===== src/rtl/cpu_pkg.sv =====
// Shared CPU definitions: bus widths, memory-port arbiter state and owner
// encodings, and the data word returned on a timed-out access.
package cpu_pkg;

    localparam int DATA_W = 16;
    localparam int ADDR_W = 16;

    typedef enum logic [1:0] {
        ARB_IDLE = 2'd0,
        ARB_BUSY = 2'd1,
        ARB_RESP = 2'd2
    } arb_state_e;

    typedef enum logic {
        OWN_IF = 1'b0,
        OWN_DM = 1'b1
    } arb_owner_e;

    localparam logic [DATA_W-1:0] ERR_DATA = 16'hFFFF;

    // Saturating 4-bit increment used for the DM grant streak.
    function automatic logic [3:0] sat_inc4(input logic [3:0] val, input logic [3:0] lim);
        if (val >= lim) begin
            return lim;
        end else begin
            return val + 4'd1;
        end
    endfunction

endpackage


===== src/rtl/mem_arb_timer.sv =====
// Wait counter for the memory-port arbiter: cleared on load, advanced on inc,
// terminal count flags the last permitted wait cycle before a timeout.
module mem_arb_timer #(
    parameter int TIMEOUT = 15
) (
    input  logic clk,
    input  logic rst,
    input  logic load,
    input  logic inc,
    output logic tc
);

    logic [7:0] count_r;

    // Wait-cycle counter; load takes priority over increment.
    always_ff @(posedge clk) begin
        if (!rst) begin
            count_r <= 8'd0;
        end else if (load) begin
            count_r <= 8'd0;
        end else if (inc) begin
            count_r <= count_r + 8'd1;
        end else begin
            count_r <= count_r;
        end
    end

    assign tc = (count_r == 8'(TIMEOUT - 1));

endmodule


===== src/rtl/mem_port_arbiter.sv =====
// Arbitrates the single external memory port between instruction fetch and
// the EX/MEM data access, one access at a time, with a timeout watchdog.
module mem_port_arbiter
    import cpu_pkg::*;
#(
    parameter int TIMEOUT       = 15,
    parameter int MAX_DM_STREAK = 4
) (
    input  logic              clk,
    input  logic              rst,
    input  logic              if_req,
    input  logic [ADDR_W-1:0] if_addr,
    output logic [DATA_W-1:0] if_rdata,
    output logic              if_valid,
    output logic              if_stall,
    input  logic              dm_read,
    input  logic              dm_write,
    input  logic [ADDR_W-1:0] dm_addr,
    input  logic [DATA_W-1:0] dm_wdata,
    output logic [DATA_W-1:0] dm_rdata,
    output logic              dm_valid,
    output logic              dm_stall,
    output logic              ext_req,
    output logic              ext_we,
    output logic [ADDR_W-1:0] ext_addr,
    output logic [DATA_W-1:0] ext_wdata,
    input  logic              ext_ready,
    input  logic [DATA_W-1:0] ext_rdata,
    output logic              bus_err
);

    arb_state_e        state_r,     state_nxt_s;
    arb_owner_e        owner_r,     owner_nxt_s;
    logic [3:0]        streak_r,    streak_nxt_s;
    logic              ext_req_r,   ext_req_nxt_s;
    logic              ext_we_r,    ext_we_nxt_s;
    logic [ADDR_W-1:0] ext_addr_r,  ext_addr_nxt_s;
    logic [DATA_W-1:0] ext_wdata_r, ext_wdata_nxt_s;
    logic [DATA_W-1:0] if_rdata_r,  if_rdata_nxt_s;
    logic [DATA_W-1:0] dm_rdata_r,  dm_rdata_nxt_s;
    logic              if_valid_r,  if_valid_nxt_s;
    logic              dm_valid_r,  dm_valid_nxt_s;
    logic              bus_err_r,   bus_err_nxt_s;
    logic              tmr_load_s,  tmr_inc_s, tmr_tc_s;
    logic              dm_req_s,    if_forced_s;

    // A simultaneous read and write request is issued as a write.
    assign dm_req_s    = dm_read | dm_write;
    assign if_forced_s = if_req & (streak_r == 4'(MAX_DM_STREAK));

    mem_arb_timer #(.TIMEOUT(TIMEOUT)) u_timer (
        .clk  (clk),
        .rst  (rst),
        .load (tmr_load_s),
        .inc  (tmr_inc_s),
        .tc   (tmr_tc_s)
    );

    // Next-state, grant and response decode.
    always_comb begin
        state_nxt_s     = state_r;
        owner_nxt_s     = owner_r;
        streak_nxt_s    = streak_r;
        ext_req_nxt_s   = ext_req_r;
        ext_we_nxt_s    = ext_we_r;
        ext_addr_nxt_s  = ext_addr_r;
        ext_wdata_nxt_s = ext_wdata_r;
        if_rdata_nxt_s  = if_rdata_r;
        dm_rdata_nxt_s  = dm_rdata_r;
        if_valid_nxt_s  = 1'b0;
        dm_valid_nxt_s  = 1'b0;
        bus_err_nxt_s   = 1'b0;
        tmr_load_s      = 1'b0;
        tmr_inc_s       = 1'b0;
        case (state_r)
            ARB_IDLE: begin
                if (dm_req_s && !if_forced_s) begin
                    state_nxt_s    = ARB_BUSY;
                    owner_nxt_s    = OWN_DM;
                    ext_req_nxt_s  = 1'b1;
                    ext_we_nxt_s   = dm_write;
                    ext_addr_nxt_s = dm_addr;
                    tmr_load_s     = 1'b1;
                    if (dm_write) begin
                        ext_wdata_nxt_s = dm_wdata;
                    end else begin
                        ext_wdata_nxt_s = ext_wdata_r;
                    end
                    if (if_req) begin
                        streak_nxt_s = sat_inc4(streak_r, 4'(MAX_DM_STREAK));
                    end else begin
                        streak_nxt_s = streak_r;
                    end
                end else if (if_req) begin
                    state_nxt_s    = ARB_BUSY;
                    owner_nxt_s    = OWN_IF;
                    ext_req_nxt_s  = 1'b1;
                    ext_we_nxt_s   = 1'b0;
                    ext_addr_nxt_s = if_addr;
                    streak_nxt_s   = 4'd0;
                    tmr_load_s     = 1'b1;
                end else begin
                    state_nxt_s = ARB_IDLE;
                end
            end
            ARB_BUSY: begin
                if (ext_ready) begin
                    state_nxt_s   = ARB_RESP;
                    ext_req_nxt_s = 1'b0;
                    if (owner_r == OWN_DM) begin
                        dm_valid_nxt_s = 1'b1;
                        if (!ext_we_r) begin
                            dm_rdata_nxt_s = ext_rdata;
                        end else begin
                            dm_rdata_nxt_s = dm_rdata_r;
                        end
                    end else begin
                        if_valid_nxt_s = 1'b1;
                        if_rdata_nxt_s = ext_rdata;
                    end
                end else if (tmr_tc_s) begin
                    state_nxt_s   = ARB_RESP;
                    ext_req_nxt_s = 1'b0;
                    bus_err_nxt_s = 1'b1;
                    if (owner_r == OWN_DM) begin
                        dm_valid_nxt_s = 1'b1;
                        dm_rdata_nxt_s = ERR_DATA;
                    end else begin
                        if_valid_nxt_s = 1'b1;
                        if_rdata_nxt_s = ERR_DATA;
                    end
                end else begin
                    tmr_inc_s = 1'b1;
                end
            end
            ARB_RESP: begin
                state_nxt_s = ARB_IDLE;
            end
            default: begin
                state_nxt_s = ARB_IDLE;
            end
        endcase
    end

    // State and output registers.
    always_ff @(posedge clk) begin
        if (!rst) begin
            state_r     <= ARB_IDLE;
            owner_r     <= OWN_IF;
            streak_r    <= 4'd0;
            ext_req_r   <= 1'b0;
            ext_we_r    <= 1'b0;
            ext_addr_r  <= 16'h0000;
            ext_wdata_r <= 16'h0000;
            if_rdata_r  <= 16'h0000;
            dm_rdata_r  <= 16'h0000;
            if_valid_r  <= 1'b0;
            dm_valid_r  <= 1'b0;
            bus_err_r   <= 1'b0;
        end else begin
            state_r     <= state_nxt_s;
            owner_r     <= owner_nxt_s;
            streak_r    <= streak_nxt_s;
            ext_req_r   <= ext_req_nxt_s;
            ext_we_r    <= ext_we_nxt_s;
            ext_addr_r  <= ext_addr_nxt_s;
            ext_wdata_r <= ext_wdata_nxt_s;
            if_rdata_r  <= if_rdata_nxt_s;
            dm_rdata_r  <= dm_rdata_nxt_s;
            if_valid_r  <= if_valid_nxt_s;
            dm_valid_r  <= dm_valid_nxt_s;
            bus_err_r   <= bus_err_nxt_s;
        end
    end

    assign ext_req   = ext_req_r;
    assign ext_we    = ext_we_r;
    assign ext_addr  = ext_addr_r;
    assign ext_wdata = ext_wdata_r;
    assign if_rdata  = if_rdata_r;
    assign dm_rdata  = dm_rdata_r;
    assign if_valid  = if_valid_r;
    assign dm_valid  = dm_valid_r;
    assign bus_err   = bus_err_r;

    // Stalls follow the live requests so the pipeline advances on the valid edge.
    assign if_stall = if_req & ~if_valid_r;
    assign dm_stall = dm_req_s & ~dm_valid_r;

endmodule


===== config.mk =====
export PLATFORM = sky130hd
export DESIGN_NAME = mem_port_arbiter
export DESIGN_NICKNAME = d
export VERILOG_FILES = /design/src/rtl/cpu_pkg.sv /design/src/rtl/mem_arb_timer.sv /design/src/rtl/mem_port_arbiter.sv
export SDC_FILE = /design/constraint.sdc
export NUM_CORES = 1
export LEC_CHECK = 0
export CAP_MARGIN = 5
export CORE_MARGIN = 2
export CORE_UTILIZATION = 40
export CTS_CLUSTER_SIZE = 12
export DETAILED_ROUTE_END_ITERATION = 8
export PLACE_DENSITY = 0.87
export SLEW_MARGIN = 30
export SYNTH_ARGS = -nofsm -noshare
export SYNTH_HDL_FRONTEND = slang
export SYNTH_HIERARCHICAL = 1
export SYNTH_SLANG_ARGS = --single-unit

===== constraint.sdc =====
create_clock -name clk -period 1.85 [get_ports clk]
set_clock_uncertainty 0.15 [all_clocks]
set_input_delay 0.185 -clock clk [delete_from_list [all_inputs] [get_ports clk]]
set_output_delay 0.185 -clock clk [all_outputs]
set_load 0.01 [all_outputs]

* After elaboration in Yosys (flattened, before gate mapping)
Cells that the tools add are included. Widths: inputs -> output; s select.
Operators by class: $add $sub $neg 2, magnitude comparators 1, equality and inequality tests 6, mux-type cells 41, bitwise logic cells 9, reductions and logical operators 15
Operators by type and width (count):
- $mux 16 | 11
- $mux 1 | 22
- $mux 4 | 4
- $reduce_and 3->1 | 3
- $add 8x1->8 const B | 1
- $eq 8x4->1 const B | 1
- $ne 3x3->1 const B | 2
- $reduce_and 2->1 | 3
- $reduce_bool 2->1 | 3
- $not 1->1 | 5
- $add 4x1->4 const B | 1
- $eq 4x3->1 const B | 1
- $ge 4x3->1 const B | 1
- $mux 2 | 2
- $pmux 2 s2 | 1
- $reduce_and 4->1 | 1
- $and 1x1->1 | 3
- $reduce_or 3->1 | 1
- $eq 2x1->1 const B | 1
- $logic_not 2->1 | 1
- $ne 2x2->1 const B | 1
- $pmux 1 s2 | 1
- $reduce_or 2->1 | 1
- $logic_and 1x1->1 | 1
- other kinds (2) | 2
Storage, ports and cells: bits in registers 84, output and inout port bits 71, logic and storage cells 87

* Depth between registers and ports, before layout
Gate-level depths: netlist of the first run.
depth after elaboration 7, depth in mapped cells 9, mapped depth without buffers 8

* Hierarchy
The synthesis of the first run kept the hierarchy.
Modules (own cells, without submodules):
- mem_port_arbiter | instances 1, cells each 340, area each 3266.9 sq um, seq. area each 1521.5 sq um
- mem_arb_timer | instances 1, cells each 42, area each 377.9 sq um, seq. area each 160.2 sq um

* Least setup slack after synthesis of the first run
OpenSTA, ideal clock, no wires.
path type reg2reg, start reg u_timer.count_r[0], end reg u_timer.count_r[7], library setup time 59 ps, data arrival time 1815 ps, data required time 1641 ps, setup slack -174 ps, cell stages (with the launch flop) 10, buffers on the path 1, path through dfxtp_1 inv_1 ha_1 nand4b_1 nor4_1 nor3_1 buf_2 nand4_2 or4_1 nand2_1
Between the ends: longest elaborated chain between the ends 4, elaborated cells between the ends (all ways) 5, classes of those cells 1 x add/sub; 1 x eq/ne; 3 x mux
Ends and longest elaborated chain:
- start, declared | RTL line mem_arb_timer.sv:13 | logic [7:0] count_r;
- start signal, assigned | RTL line mem_arb_timer.sv:22 | count_r <= count_r + 8'd1;
- start signal, assigned | RTL line mem_arb_timer.sv:24 | count_r <= count_r;
- $eq 8x4->1 | RTL line mem_arb_timer.sv:28 | assign tc = (count_r == 8'(TIMEOUT - 1));
- net tmr_tc_s | RTL line mem_port_arbiter.sv:44 | logic tmr_load_s, tmr_inc_s, tmr_tc_s;
- $mux 1 | RTL line mem_port_arbiter.sv:121 | end else if (tmr_tc_s) begin
- $mux 1 | RTL line mem_port_arbiter.sv:107 | if (ext_ready) begin
- $mux 1 | RTL line mem_port_arbiter.sv:75 | case (state_r)
- net tmr_inc_s | RTL line mem_port_arbiter.sv:44
The timed path passes the listed nets, and every way through them passes these cells. A chain may end at the register's enable or synchronous reset.

* Worst setup path in the final report of the first run
start reg u_timer.count_r[0], end reg if_rdata_r[3] (netlist: if_rdata[3])
Between the ends: longest elaborated chain between the ends 3
Ends and longest elaborated chain:
- $eq 8x4->1 | RTL line mem_arb_timer.sv:28
- net tmr_tc_s | RTL line mem_port_arbiter.sv:44
- $reduce_bool 2->1 (no line)
- $reduce_and 3->1 (no line)
- end signal, assigned | RTL line mem_port_arbiter.sv:168 | if_rdata_r <= if_rdata_nxt_s;
- end, declared | RTL line mem_port_arbiter.sv:39 | logic [DATA_W-1:0] if_rdata_r, if_rdata_nxt_s;
The timed path passes the listed nets, and every way through them passes these cells.

==> flow_summary.toml, run 1 <==
[synthesis]
synthesis.nets = 456
synth.area.top_cells = "dfxtp_1 46%, o211a_1 8.8%, a21oi_1 5.6%"
synth_area_mm2 = 0.00364
postSynthAreaPerCell_um2 = 9.54
yosys_most_used_dff = "dfxtp_1"
synth-edff-count = 0
ys_warn_count = 6
netlist_instances = 382
synth_seq_cells = 84
synth-async-reset-ratio = 0
yosysTopAreaCell = "dfxtp_1"
yosysSeqAreaShare = 0.461
yosysUniqueCellTypes = 46
synth_top_area_frac = 0.461

[clocking]
post_cts_buffers = 0
cts_buffers = 9
cts.sinks = 84
path_clk_slew_ns = 0.09
worstSkewPairLatency_ns = 0.36
clockBufferDepth = 2
h-tree-depth = 3
root_buffer = "clkbuf_8"
cts_tree = "built"

[cells_and_area]
drive_above_1_share = 0.159
fin_util = 0.647
final_area_mm2 = 0.00567
final_nets = 615
num_antenna_cells = 0
area_growth_pct = 55.5
num-fill-cells = 684

[global_route]
antenna_found_initial = 0
grt_remaining_overflow = 0
grt_pass1_vias = 3759
grt_pass1_wl_mm = 18.4
grt_max_degree = 28
grt_usage = 0.229

[power]
switchingPower_mw = 1.18
pwr_density_cell_mw_per_mm2 = 735
p_sw_frac = 0.282
pwr-share-seq = 0.479
ir_drop_mv = 0.350
clockPowerShare = 0.293
p_leak_nw = 2.46
intPower_mw = 2.99
p_comb_frac = 0.228

[timing]
slew-limit-headroom = 0.697
tightest_slew_ns = 0.454
post-route-period-util = 1.00
hold_viol_final = 0
grt_setup_unrepaired = "true"
fin_ws_ns = -0.00311
slew_viol_final = 0
finalSetupViolations = 1
fmax_mhz = 540
period_minus_slack_ns = 1.85

[detailed_routing]
via_count = 3735
wl_per_cell_um = 17.5
first_pass_iters = 5
top_layer = "met4"
first_iter_violations = 284
antenna_left = 0
routed_via_density = 5.71
wl_met3_um = 861
drc = 0
met1_length_mm = 4.69
drt-total-wl_mm = 11.5
met2_length_mm = 5.72

[die]
rows = 34
die_x_um = 99.5
die_y_um = 99.5
dieArea_mm2 = 0.00989
io_pins = 141
start_util = 0.416
fp.coreArea_mm2 = 0.00876

[run_status]
status = "finished with violations"
violations = "negative setup slack"

[place]
hpwlAfterDp_mm = 8.14
numPortBuffers = 140
globalplace.congestion = 0.838
pre_cts_slack_ns = -0.139
placed_area_mm2 = 0.00540

[setup_path]
cp_max_fo = 8
worstSetupEndpointType = "flip-flop"
cp-start-kind = "flip-flop"
crit_required_ns = 2.01
path_class = "reg -> reg"
arrival_ns = 2.01

[min_path]
hp-class = "in -> reg"

[job]
drv_cap = 0
==> routing by layer <==
layer,global-route usage,vias to the layer above
met5,0,-
met4,0.0843,0
met3,0.0457,15
met2,0.397,152
met1,0.281,1806
li1,-,1762
==> sequential cells by signal, indices dropped and copies added, names as in the netlist <==
| name | flops |
|---|---|
| dm_rdata | 16 |
| ext_addr | 16 |
| ext_wdata | 16 |
| if_rdata | 16 |
| u_timer/count_r | 8 |
| streak_r | 4 |
| state_r | 2 |
| bus_err | 1 |
| dm_valid | 1 |
| ext_req | 1 |
| ext_we | 1 |
| if_valid | 1 |
| owner_r | 1 |
==> critical path: stages, from the launching register on <==
cell and delay (ns):
dfxtp_4 0.36, inv_4 0.06, ha_4 0.11, nand4b_1 0.09, nor4_2 0.21, buf_4 0.19
nor2_4 0.04, nor3_4 0.24, clkbuf_16 0.22, o211a_1 0.13
==> power by group through the flow <==
stage / combinational (mW) / clock [mW] / sequential, mW
final: 0.948 / 1.22 / 2.00
after global routing: 1.02 / 1.34 / 2.01
after CTS: 0.934 / 1.25 / 2.00
after detailed placement: 0.927 / 0 / 2.04
after global placement: 0.899 / 0 / 2.03
after floorplan: 0.356 / 0 / 2.08
==> kinds of logic after synthesis <==
family          after synthesis  synth area share
compound gates              130             0.249
xor+xnor                      4           0.00961
fa+ha+maj                     4            0.0137
buf+inv                      40            0.0474
flops                        84             0.461
simple gates                120             0.219
==> final timing paths <==
check	from	endpoint	slack, ns	depth (start not counted)
hold / removal	dm_wdata[0]	ext_wdata[0]	0.24	3
hold reg to reg	ext_wdata[2]	ext_wdata[2]	0.34	2
setup / recovery	u_timer/count_r[0]	if_rdata[3]	-0.003	9
setup reg to reg	u_timer/count_r[0]	if_rdata[3]	-0.003	9
==> area by class of cell <==
class / instances / area (um^2) / share of cell area
flip-flops and latches: 84 / 1690 / 0.298
clock buffers: 10 / 138 / 0.0243
well taps: 108 / 135 / 0.0238
inverters: 5 / 23.8 / 0.00420
multi-input cells: 258 / 1860 / 0.328
clock inverters: 6 / 46.3 / 0.00817
repair buffers: 183 / 1780 / 0.314
==> per-stage QoR <==
stage          hold WS (ns)  cells  power (mW)  setup TNS, ns
2_1_floorplan         0.183    382        2.44         -0.949
3_3_place_gp          0.309    637        2.93         -0.771
3_5_place_dp          0.324    637        2.96          -1.55
4_1_cts               0.231    653        4.18       -0.00515
5_1_grt               0.237    654        4.37          -2.77
6_report              0.245    654        4.17       -0.00311
==> placed cells by master, fill, tap and decap left out, types with 4 or more instances in the layout <==
| cell | instances |
|---|---|
| a21oi_1 | 39 |
| nand3_1 | 33 |
| dfxtp_1 | 82 |
| nand3b_1 | 16 |
| o21ai_0 | 36 |
| nor2_1 | 8 |
| nor3_1 | 5 |
| clkbuf_8 | 10 |
| a311oi_1 | 12 |
| clkdlybuf4s50_1 | 138 |
| nand2_1 | 5 |
| o211a_1 | 32 |
| nand4_1 | 5 |
| or4b_1 | 16 |
| a311oi_2 | 4 |
| buf_4 | 38 |
==> what timing repair did <==
item | in CTS | in global routing
cloned | 0 | 1
endpoints found under the setup margin | 35 | 39
hold buffers | 0 | 0
pin swaps | 0 | 6
resized for setup | 3 | 14
==> cells in the mapped netlist, types with 2 or more instances <==
master,number
nand3b_1,16
nor3b_2,2
nor4_1,2
or4b_1,16
nand2_1,6
a311oi_2,4
ha_1,4
clkbuf_1,24
nor2_1,9
xor2_1,3
nand4b_1,2
nand2b_1,4
nor3_1,5
nor2b_1,2
buf_2,9
inv_1,4
nand4_1,5
o21ai_0,36
a21oi_1,41
a311oi_1,12
dfxtp_1,84
nand3_1,33
or3_1,3
o211a_1,32
or2_2,3
No activity file was read; power rests on OpenSTA's default activity.
==> run 2, diff against run 1 <==
--- a/config.mk
+++ b/config.mk
@@ -6,7 +6,7 @@
 export NUM_CORES = 1
 export LEC_CHECK = 0
 export CAP_MARGIN = 5
-export CORE_MARGIN = 2
+export CORE_ASPECT_RATIO = 0.9
 export CORE_UTILIZATION = 40
 export CTS_CLUSTER_SIZE = 12
 export DETAILED_ROUTE_END_ITERATION = 8
==> run 2 against run 1 <==
The run still ends with negative setup slack left. Clock power grew 18%. Count of clock-buffer cells in the layout grew 1. First-iteration DRC count shrank 19%. Final area grew 1.1%. Highest routed layer unchanged. Non-clock buffer count is the same. Total power grew 4.9%. Final cell count grew 1.7%. Critical path depth is the same. Die area shrank 4.0%. Sequential share of layout area shrank 0.29 points. Register-to-register slack lost 0.06 ns.
==> flow_summary.toml, run 2 (same netlist as run 1, synthesis figures left out) <==
[run_status]
status = "finished with violations"
violations = "negative setup slack"

[timing]
fin_setup_tns_ns = -0.229
hold_viol_final = 0
post-route-period-util = 1.03
slew_viol_final = 0
tightest_slew_ns = 0.487
holdWs_ns = 0.240
grt_setup_unrepaired = "true"
period_minus_slack_ns = 1.91
finalSetupViolations = 17
slew-limit-headroom = 0.675
fmax_mhz = 523
fin_ws_ns = -0.0621

[power]
pwr_density_cell_mw_per_mm2 = 763
p_leak_nw = 2.46
ir_drop_mv = 0.418
p_total_mw = 4.37

[cells_and_area]
fin_util = 0.659
layout_common_cells = "138 x clkdlybuf4s50_1, 81 x dfxtp_1, 40 x a21oi_1"
final_nets = 615
final_common_cell = "clkdlybuf4s50_1"
stdcell_count = 665
num_antenna_cells = 0
area_growth_pct = 57.1
drive_above_1_share = 0.167
final_area_mm2 = 0.00573

[place]
hpwlAfterDp_mm = 8.16
placedCellCount = 646
placed_area_mm2 = 0.00539
numPortBuffers = 140
globalplace.congestion = 0.795
pre_cts_slack_ns = -0.209

[clocking]
root_buffer = "clkbuf_8"
clockBufferDepth = 2
cts_tree = "built"
path_clk_slew_ns = 0.09
cts.sinks = 84
h-tree-depth = 3
cts_buffers = 9
worstSkewPairLatency_ns = 0.35

[detailed_routing]
antenna_left = 0
via_count = 3776
wl_per_cell_um = 17.5
drt-total-wl_mm = 11.6
drc = 0
first_pass_iters = 4
first_iter_violations = 229
routed_via_density = 5.68

[die]
die_y_um = 92.6
dieArea_mm2 = 0.00950
rows = 32
die_x_um = 103
start_util = 0.419
fp.coreArea_mm2 = 0.00869
io_pins = 141

[setup_path]
path_class = "reg -> reg"
cp_max_fo = 4
cp-start-kind = "flip-flop"
worstSetupEndpointType = "flip-flop"
arrival_ns = 2.04
crit_required_ns = 1.98

[global_route]
grt_usage = 0.236
grt_remaining_overflow = 0
grt_pass1_vias = 3738
grt_max_degree = 31
grt_pass1_wl_mm = 17.5
antenna_found_initial = 0

[min_path]
hp-class = "in -> reg"

[job]
drv_cap = 0
==> run 2: worst max-delay path: stages, from the launching register on <==
cell	delay [ns]
dfxtp_4	0.37
inv_4	0.03
ha_4	0.14
nand4b_1	0.16
nor4_4	0.06
nor3_1	0.15
buf_4	0.17
nand4_1	0.10
or3_1	0.39
a21oi_2	0.12
==> run 2: layout make-up <==
cell class / count / area [um^2]
clock inverter: 5 / 75.1
inverter: 5 / 23.8
timing repair buffer: 183 / 1770
sequential: 84 / 1690
multi-input combinational: 258 / 1880
fill: 709 / 2960
clock buffer: 11 / 141
tap: 119 / 149
==> run 2: final timing paths <==
kind | startpoint | endpoint | slack (ns) | depth (start not counted)
worst max-delay path | u_timer/count_r[0] | u_timer/count_r[6] | -0.06 | 9
worst min-delay path | dm_wdata[4] | ext_wdata[4] | 0.24 | 3
worst max register to register | u_timer/count_r[0] | u_timer/count_r[6] | -0.06 | 9
worst min register to register | streak_r[1] | streak_r[1] | 0.33 | 2
==> run 2: what timing repair did <==
item / CTS / global route
hold buffers: 0 / 0
pin swaps: 6 / 7
gates cloned: 0 / 1
gates resized for setup: 8 / 19
setup buffers: 2 / 1
endpoints found under the setup margin: 40 / 44
==> run 2: where the power goes <==
group / internal, mW / switching [mW] / leakage, nW
sequential: 1.93 / 0.0750 / 0.689
clock: 0.792 / 0.643 / 0.113
combinational: 0.518 / 0.416 / 1.66
==> run 2: routing by layer <==
layer | global-route usage | vias up | routed length (um)
met5 | 0 | - | 0
met4 | 0.0964 | 0 | 302
met3 | 0.0408 | 26 | 783
met2 | 0.409 | 162 | 5890
met1 | 0.284 | 1827 | 4670
li1 | - | 1761 | -
==> run 3, diff against run 2 <==
--- a/config.mk
+++ b/config.mk
@@ -7,6 +7,7 @@
 export LEC_CHECK = 0
 export CAP_MARGIN = 5
 export CORE_ASPECT_RATIO = 0.9
+export CORE_MARGIN = 3
 export CORE_UTILIZATION = 40
 export CTS_CLUSTER_SIZE = 12
 export DETAILED_ROUTE_END_ITERATION = 8
==> run 3 against run 2 <==
The run still ends with negative setup slack left. Sequential power hardly changed. Sequential share of layout area is 0.55 points higher. Non-clock buffer count is 7 lower.
==> flow_summary.toml, run 3 (same netlist as run 1, synthesis figures left out) <==
[min_path]
hold_depth = 3
hp-class = "in -> reg"

[job]
drv_cap = 0

[clocking]
clockBufferDepth = 2
cts.sinks = 84
worstSkewPairLatency_ns = 0.35
h-tree-depth = 3
path_clk_slew_ns = 0.08
cts_buffers = 9
root_buffer = "clkbuf_8"
cts_tree = "built"
hold_buffers = 0

[detailed_routing]
first_iter_violations = 199
antenna_left = 0
drc = 0
wl_per_cell_um = 16.9
via_count = 3693
drt-total-wl_mm = 11.1
routed_via_density = 5.61
first_pass_iters = 5

[die]
start_util = 0.418
fp.coreArea_mm2 = 0.00873
die_y_um = 96.6
io_pins = 141
rows = 32
die_x_um = 107
dieArea_mm2 = 0.0103

[place]
numPortBuffers = 140
globalplace.congestion = 0.823
hpwlAfterDp_mm = 7.97
pre_cts_slack_ns = -0.243

[timing]
slew-limit-headroom = 0.720
post-route-period-util = 1.02
finalSetupViolations = 3
fmax_mhz = 530
tightest_slew_ns = 0.420
hold_viol_final = 0
period_minus_slack_ns = 1.89
slew_viol_final = 0
grt_setup_unrepaired = "true"
fin_ws_ns = -0.0383

[cells_and_area]
num_antenna_cells = 0
num-fill-cells = 725
final_nets = 608
drive_above_1_share = 0.147
multi_input_area_mm2 = 0.00186
final_common_cell = "clkdlybuf4s50_1"
layout_common_cells = "138 x clkdlybuf4s50_1, 82 x dfxtp_1, 41 x a21oi_1"
fin_util = 0.645
regArea_mm2 = 0.00169
area_growth_pct = 54.4

[global_route]
grt_remaining_overflow = 0
grt_pass1_wl_mm = 17.6
antenna_found_initial = 0
grt_usage = 0.210
grt_pass1_vias = 3689
grt_max_degree = 33

[setup_path]
cp_max_fo = 4
path_class = "reg -> reg"
arrival_ns = 2.04
reg2regPathDepth = 9
cp-start-kind = "flip-flop"
crit_required_ns = 2.00
worstSetupEndpointType = "flip-flop"

[power]
p_leak_nw = 2.40
ir_drop_mv = 0.380
intPower_mw = 2.98
switchingPower_mw = 1.16
pwr_density_cell_mw_per_mm2 = 735
pwr-share-seq = 0.485
p_total_mw = 4.13
clockPowerShare = 0.292
p_sw_frac = 0.280
p_comb_frac = 0.223

[run_status]
status = "finished with violations"
violations = "negative setup slack"
run 3: cell count changes in the layout (fill, tap and decap cells not counted), moves of 2 or more:
cell	before	now
inv_6	0	2
clkinv_2	3	1
nor4_1	0	2
bufinv_16	2	0
dfxtp_2	2	0
buf_6	5	3
buf_4	36	30
clkinvlp_4	0	2
run 3: worst max-delay path: stages (launching register included):
cell,delay (ns)
dfxtp_4,0.35
inv_2,0.04
ha_4,0.14
nand4b_1,0.08
nor4_1,0.06
buf_4,0.15
nor3_4,0.24
nand4_4,0.14
or4_1,0.42
nand2_1,0.07
run 3: worst paths after layout:
kind / end / from / slack, ns
max: u_timer/count_r[7] / u_timer/count_r[0] / -0.04
min: ext_wdata[14] / dm_wdata[14] / 0.24
max reg2reg: u_timer/count_r[7] / u_timer/count_r[0] / -0.04
min reg2reg: streak_r[0] / streak_r[0] / 0.33
run 3: cell type report:
| cell class | count | share of cell area |
|---|---|---|
| repair buffers | 176 | 0.306 |
| well taps | 119 | 0.0265 |
| inverters | 5 | 0.00378 |
| clock inverters | 6 | 0.00823 |
| multi-input cells | 258 | 0.331 |
| clock buffers | 10 | 0.0245 |
| flip-flops and latches | 84 | 0.300 |
run 3: timing repair:
action / CTS / global route
gates resized for setup: 4 / 14
hold endpoints to repair: 0 / 0
setup endpoints to repair: 22 / 44
buffers inserted: 2 / 0
pin swaps: 4 / 6
run 3: power groups by stage:
stage          Combinational, mW  Clock [mW]  Sequential, mW
2_1_floorplan              0.356           0            2.08
3_3_place_gp               0.881           0            2.04
3_5_place_dp               0.903           0            2.05
4_1_cts                    0.913        1.24            2.00
5_1_grt                    0.989        1.31            2.02
6_report                   0.922        1.20            2.01
run 3: layer usage:
layer / wire length (um) / share of wire / GRT usage
met1: 4330 / 0.39 / 0.241
met2: 5740 / 0.52 / 0.377
met3: 905 / 0.081 / 0.0691
met4: 168 / 0.015 / 0.0586
met5: 0 / 0 / 0
run 3: through the flow:
stage | hold slack, ns | TNS, ns | area [um^2] | cells
3_5_place_dp | 0.319 | -4.82 | 5360 | 641
3_3_place_gp | 0.308 | -2.70 | 5360 | 641
4_1_cts | 0.225 | -0.0891 | 5580 | 659
6_report | 0.238 | -0.0652 | 5630 | 658
2_1_floorplan | 0.183 | -0.949 | 3690 | 382
5_1_grt | 0.245 | -2.87 | 5630 | 658
